`config.mk`:
```
export PLATFORM = sky130hd
export DESIGN_NAME = al422_bam_row_sequencer
export DESIGN_NICKNAME = d
export VERILOG_FILES = /design/src/rtl/al422_bam_row_sequencer.sv
export SDC_FILE = /design/constraint.sdc
export NUM_CORES = 1
export LEC_CHECK = 0
export ABC_AREA = 1
export BUFFER_PORTS_ARGS = -buffer_cell sky130_fd_sc_hd__clkbuf_2
export CAP_MARGIN = 15
export CORE_ASPECT_RATIO = 1.75
export CORE_MARGIN = 2
export CORE_UTILIZATION = 25
export CTS_CLUSTER_SIZE = 20
export DETAILED_ROUTE_END_ITERATION = 8
export GPL_TIMING_DRIVEN = 0
export PLACE_DENSITY = 0.38
export SLEW_MARGIN = 20
export SYNTH_ARGS = -nofsm -noshare
export SYNTH_HDL_FRONTEND = slang
export SYNTH_SLANG_ARGS = --single-unit
```
`constraint.sdc`:
```
create_clock -name in_clk -period 2.6 [get_ports in_clk]
set_clock_uncertainty 0.1 [all_clocks]
set_input_delay 0.78 -clock in_clk [delete_from_list [all_inputs] [get_ports in_clk]]
set_output_delay 0.78 -clock in_clk [all_outputs]
set_load 0.05 [all_outputs]
```
`src/rtl/al422_bam_row_sequencer.sv`:
```
// rtl/al422_bam_row_sequencer.sv - BAM plane/row scan sequencer for an AL422-fed LED panel
module al422_bam_row_sequencer #(
  parameter int ROWS        = 16,
  parameter int PLANES      = 8,
  parameter int OE_BASE     = 1,
  parameter int LATCH_WIDTH = 2
) (
  input  logic                    in_clk,
  input  logic                    in_nrst,
  input  logic                    frame_start,
  output logic                    shift_start,
  input  logic                    shift_busy,
  output logic                    oe_start,
  input  logic                    oe_busy,
  output logic [7:0]              oe_duration,
  output logic                    led_lat,
  output logic [$clog2(ROWS)-1:0] row_addr,
  output logic                    frame_busy,
  output logic                    frame_done
);

  localparam int ROW_W   = $clog2(ROWS);
  localparam int PLANE_W = (PLANES > 1) ? $clog2(PLANES) : 1;
  localparam int LAT_W   = (LATCH_WIDTH > 1) ? $clog2(LATCH_WIDTH) : 1;

  localparam logic [ROW_W-1:0]   LAST_ROW   = ROW_W'(ROWS - 1);
  localparam logic [PLANE_W-1:0] LAST_PLANE = PLANE_W'(PLANES - 1);
  localparam logic [LAT_W-1:0]   LAT_LAST   = LAT_W'(LATCH_WIDTH - 1);
  localparam logic [7:0]         DUR_RESET  = (OE_BASE > 255) ? 8'd255 : 8'(OE_BASE);

  typedef enum logic [2:0] {
    IDLE  = 3'd0,
    SHIFT = 3'd1,
    WAIT  = 3'd2,
    LATCH = 3'd3,
    FIRE  = 3'd4,
    DRAIN = 3'd5
  } state_t;

  state_t state;
  state_t state_d;

  // shift_first marks the SHIFT cycle carrying the shift_start pulse; shift_busy is not yet valid then
  logic               shift_first;
  logic [PLANE_W-1:0] plane_cnt;      // pending plane (next to latch)
  logic [ROW_W-1:0]   row_cnt;        // pending row (next to latch)
  logic [PLANE_W-1:0] latched_plane;  // plane currently on the panel
  logic [LAT_W-1:0]   lat_cnt;
  logic               done_q;
  logic               last_unit;

  // Binary-weighted OE length, saturated to the 8-bit output range
  function automatic logic [7:0] plane_duration(input logic [PLANE_W-1:0] plane);
    logic [39:0] scaled;
    scaled = 40'(OE_BASE) << plane;
    if (scaled > 40'd255) begin
      return 8'd255;
    end
    return scaled[7:0];
  endfunction

  assign last_unit = (latched_plane == LAST_PLANE) && (row_addr == LAST_ROW);

  // State register
  always_ff @(posedge in_clk or negedge in_nrst) begin
    if (!in_nrst) begin
      state <= IDLE;
    end else begin
      state <= state_d;
    end
  end

  // Next-state logic
  always_comb begin
    state_d = state;
    case (state)
      IDLE:    if (frame_start) state_d = SHIFT;
      SHIFT:   if (!shift_first && !shift_busy) state_d = WAIT;
      WAIT:    if (!oe_busy) state_d = LATCH;
      LATCH:   if (lat_cnt == LAT_LAST) state_d = FIRE;
      FIRE:    state_d = last_unit ? DRAIN : SHIFT;
      DRAIN:   if (!oe_busy) state_d = IDLE;
      default: state_d = IDLE;
    endcase
  end

  // Outputs decoded from the current state
  always_comb begin
    shift_start = (state == SHIFT) && shift_first;
    led_lat     = (state == LATCH);
    oe_start    = (state == FIRE);
    frame_busy  = (state != IDLE);
    frame_done  = done_q;
  end

  // Counters, latched row/plane and OE length, updated on state transitions
  always_ff @(posedge in_clk or negedge in_nrst) begin
    if (!in_nrst) begin
      shift_first   <= 1'b0;
      plane_cnt     <= '0;
      row_cnt       <= '0;
      latched_plane <= '0;
      lat_cnt       <= '0;
      row_addr      <= '0;
      oe_duration   <= DUR_RESET;
      done_q        <= 1'b0;
    end else begin
      shift_first <= (state_d == SHIFT) && (state != SHIFT);
      done_q      <= (state == DRAIN) && (state_d == IDLE);
      case (state)
        IDLE: begin
          if (frame_start) begin
            plane_cnt <= '0;
            row_cnt   <= '0;
          end
        end
        WAIT: begin
          if (state_d == LATCH) begin
            row_addr      <= row_cnt;
            latched_plane <= plane_cnt;
            lat_cnt       <= '0;
          end
        end
        LATCH: begin
          lat_cnt <= lat_cnt + 1'b1;
          if (state_d == FIRE) begin
            oe_duration <= plane_duration(latched_plane);
          end
        end
        FIRE: begin
          // Advance the pending unit so the next plane shifts during this OE period
          if (state_d == SHIFT) begin
            if (plane_cnt == LAST_PLANE) begin
              plane_cnt <= '0;
              row_cnt   <= row_cnt + 1'b1;
            end else begin
              plane_cnt <= plane_cnt + 1'b1;
            end
          end
        end
        default: begin
        end
      endcase
    end
  end

endmodule

```
==> metrics.md <==
| Metric | Value |
|---|---|
| Wire length of the first global-routing pass | roughly 5400 um |
| Status | complete, no violations |
| Maximum clock path buffer count | 2 |
| Core Area | between 0.005 and 0.006 sq mm |
| Clk root buf | clkbuf_8 |
| Detailed-route wire length | 3190 um |
| Synth cell types | 24 |
| Num CTS Buffers | 3 |
| Syn Nets | 158 |
| Syn Std Cell Area | around 0.0013 sq mm |
| Critical path peak fanout | 6 |
| Final Max Tran Viols | 0 |
| Net Sw Frac | 0.501 |
| Number of I/O pins | 22 |
| Area grow syn2layout | 17.2% |
| PD cells | between 1000 and 1500 mW/mm^2 |
| TritonCTS clock tree | done |
| Synthesized flop and latch total | 28 |
| Reg clk slew, reported paths | approximately 100 ps |
| GRT Util Overall | 0.122 |
| Die height | 101 um |
| Post-Synth XOR/XNOR Area | 0 |
| Worst-margin pin slew | around 700 ps |
| # diodes | 0 |
| Initial antenna violation count | 0 |
| Via count | between 1000 and 1500 |
| Largest family of logic cells by synthesized area | simple AND/OR/NAND/NOR gates |
| Adder-Cell Fraction of Synth Area | 0.0282 |
| Port bufs | 21 |
| # Post-CTS Setup Buffers | 0 |
| Post-synthesis compound-gate area fraction | 0.111 |
| Clock latency on the worst-skew pair | about 280 ps |
| Synth Warn # | 0 |
| CTS Hold Bufs | 0 |
| Setup TNS | 0 ps |
| Max-cap viol count | 0 |
| Final net count | roughly 180 |
| CTS Sinks | 28 |
| Slew headroom | 0.533 |
| Vias per Instance | between 4 and 5 |
| Final hold violations | 0 |
| Row cnt | 35 |
| Gate Count Post-Synth | 150 |
| Endpoint class of the critical path | output pin |
| Max rail drop VDD | approximately 310 uV |
| CP Launch Type | register |
| Post-DR wirelength/cell | 13.9 um |
| Int Power | 0.890 mW |
| FMAX | around 0.42 GHz |
| Design Area, Final | around 0.0016 sq mm |
| Tcrit/Tclk final | 0.911 |
| Die ar. | around 0.0060 sq mm |
| Drt drc | 0 |
| Hold Crit Class | register to register |
| Leakage | 0.785 nW |
| Period minus WS final | about 2400 ps |
| Largest net degree at the start of global routing | 29 |
| Congestion Overflow GR | 0 |
| Gate power share | 0.471 |
| Die width | between 50 and 60 um |
| RSZ-0062 raised after global routing | false |
| Initial Utilization | 0.256 |
| Post-synthesis sequential area ratio | 0.527 |
| Placed cell area | about 0.0015 sq mm |
| Post-cts resize count | 0 |
| RD Place Congestion | 0.842 |
| CP arrival | between 1000 and 1500 ps |
| H-tree level count | 1 |
| CP Class | register to output pin |
| First-pass iteration count of the detailed router | 4 |
| Post-route ant nets | 0 |
| Avg Cell Area, Syn | 8.88 sq um |
| P_sw | around 0.89 mW |
| Clock power share | 0.155 |
| Mux share of post-synthesis cell area | 0 |
| Layout cells sized above 1 | 0.234 |
| Final HPWL DP | ~2500 um |
| DR iter-0 viols | 46 |
| Flop pwr share | 0.374 |
| Vias in the first global route | about 1100 |
| Worst path required time | 1720 ps |
| Area share of and/or/nand/nor cells after synthesis | 0.284 |
| Setup-failing EPs final | 0 |
==> metrics by stage <==
stage          worst slack, ps  total power, mW  hold slack [ps]   util  std cells
2_1_floorplan              396             1.31              353      -        150
3_3_place_gp               555             1.52              365  0.289        226
3_5_place_dp               535             1.53              362  0.289        226
4_1_cts                    212             1.81              395  0.300        230
5_1_grt                    141             1.93              409  0.300        230
6_report                   232             1.78              392  0.300        230
==> final timing paths <==
| check | slack (ps) | from | cells past startpoint | to |
|---|---|---|---|---|
| worst max-delay path | 230 | state[1] | 4 | oe_start |
| worst min-delay path | 390 | oe_duration[2] | 2 | oe_duration[2] |
| worst max register to register | 930 | state[0] | 8 | plane_cnt[1] |
| worst min register to register | 390 | oe_duration[2] | 2 | oe_duration[2] |
| max in group asynchronous | 1530 | in_nrst | 1 | latched_plane[1] |
| min in group asynchronous | 430 | in_nrst | 1 | state[2] |
==> power groups by stage <==
stage               clock [mW]  sequential, mW  combinational, mW
floorplan                    0           0.867              0.445
global route             0.305           0.686              0.936
finish                   0.276           0.667              0.841
detailed placement           0           0.678              0.850
global placement             0           0.676              0.843
CTS                      0.289           0.669              0.854
==> layout make-up <==
type / count / area [sq um]
fill: 554 / 3650
sequential: 28 / 702
multi-input combinational: 104 / 563
timing repair buffer: 21 / 105
tap: 55 / 68.8
inverter: 17 / 63.8
clock buffer: 4 / 55.1
buffer: 1 / 3.75
==> logic make-up (layout without fill, tap and decap cells) <==
logic type / count (synthesis) / after routing
flops: 28 / 28
buf+inv: 18 / 43
compound gates: 22 / 22
fa+ha+maj: 3 / 3
simple gates: 79 / 79
==> critical path, cell delays in order (launching register included) <==
cell	delay, ps
dfrtp_1	450
inv_2	140
nand2_1	100
nor2_4	200
clkbuf_2	320
==> layer usage <==
| metal | GRT usage | up-vias | share of wire |
|---|---|---|---|
| met5 | 0 | - | 0 |
| met4 | 0.0594 | 0 | 0.029 |
| met3 | 0.0167 | 8 | 0.030 |
| met2 | 0.211 | 28 | 0.53 |
| met1 | 0.141 | 515 | 0.41 |
| li1 | - | 545 | - |
==> synthesized netlist by cell type <==
cell type / instances / share of area
nand2_1: 45 / 0.13
dfrtp_1: 27 / 0.51
inv_1: 13 / 0.037
nor2_1: 13 / 0.037
o21ai_0: 12 / 0.045
o41ai_1: 6 / 0.039
nand3_1: 4 / 0.015
nand4_1: 4 / 0.019
ha_1: 3 / 0.028
inv_2: 3 / 0.0085
or2_2: 3 / 0.014
nand2_2: 2 / 0.0094
nand3_2: 2 / 0.015
nor2_4: 2 / 0.017
o31ai_1: 2 / 0.011
a21o_1: 1 / 0.0056
clkbuf_1: 1 / 0.0028
clkinv_1: 1 / 0.0028
dfstp_2: 1 / 0.020
nand3_4: 1 / 0.013
nand4_2: 1 / 0.0094
nor3_1: 1 / 0.0038
nor4_1: 1 / 0.0047
o211ai_2: 1 / 0.0094
==> cells in the final DEF (no fill, tap or decap), drive strengths merged <==
cell type  synthesis  layout
nand2             47      47
dfrtp             27      27
clkbuf             1      26
inv               16      16
nor2              15      15
o21ai             12      12
nand3              7       7
o41ai              6       6
nand4              5       5
or2                3       3
ha                 3       3
o31ai              2       2
nor4               1       1
o211ai             1       1
a21o               1       1
clkinv             1       1
nor3               1       1
dfstp              1       1
==> sequential cells by signal, summed over array words and instances (netlist names) <==
register / flops
frame_done: 1
latched_plane: 3
plane_cnt: 3
shift_first: 1
lat_cnt: 1
oe_duration: 8
row_cnt: 4
row_addr: 4
state: 3
Power figures use the tool's default switching activity.
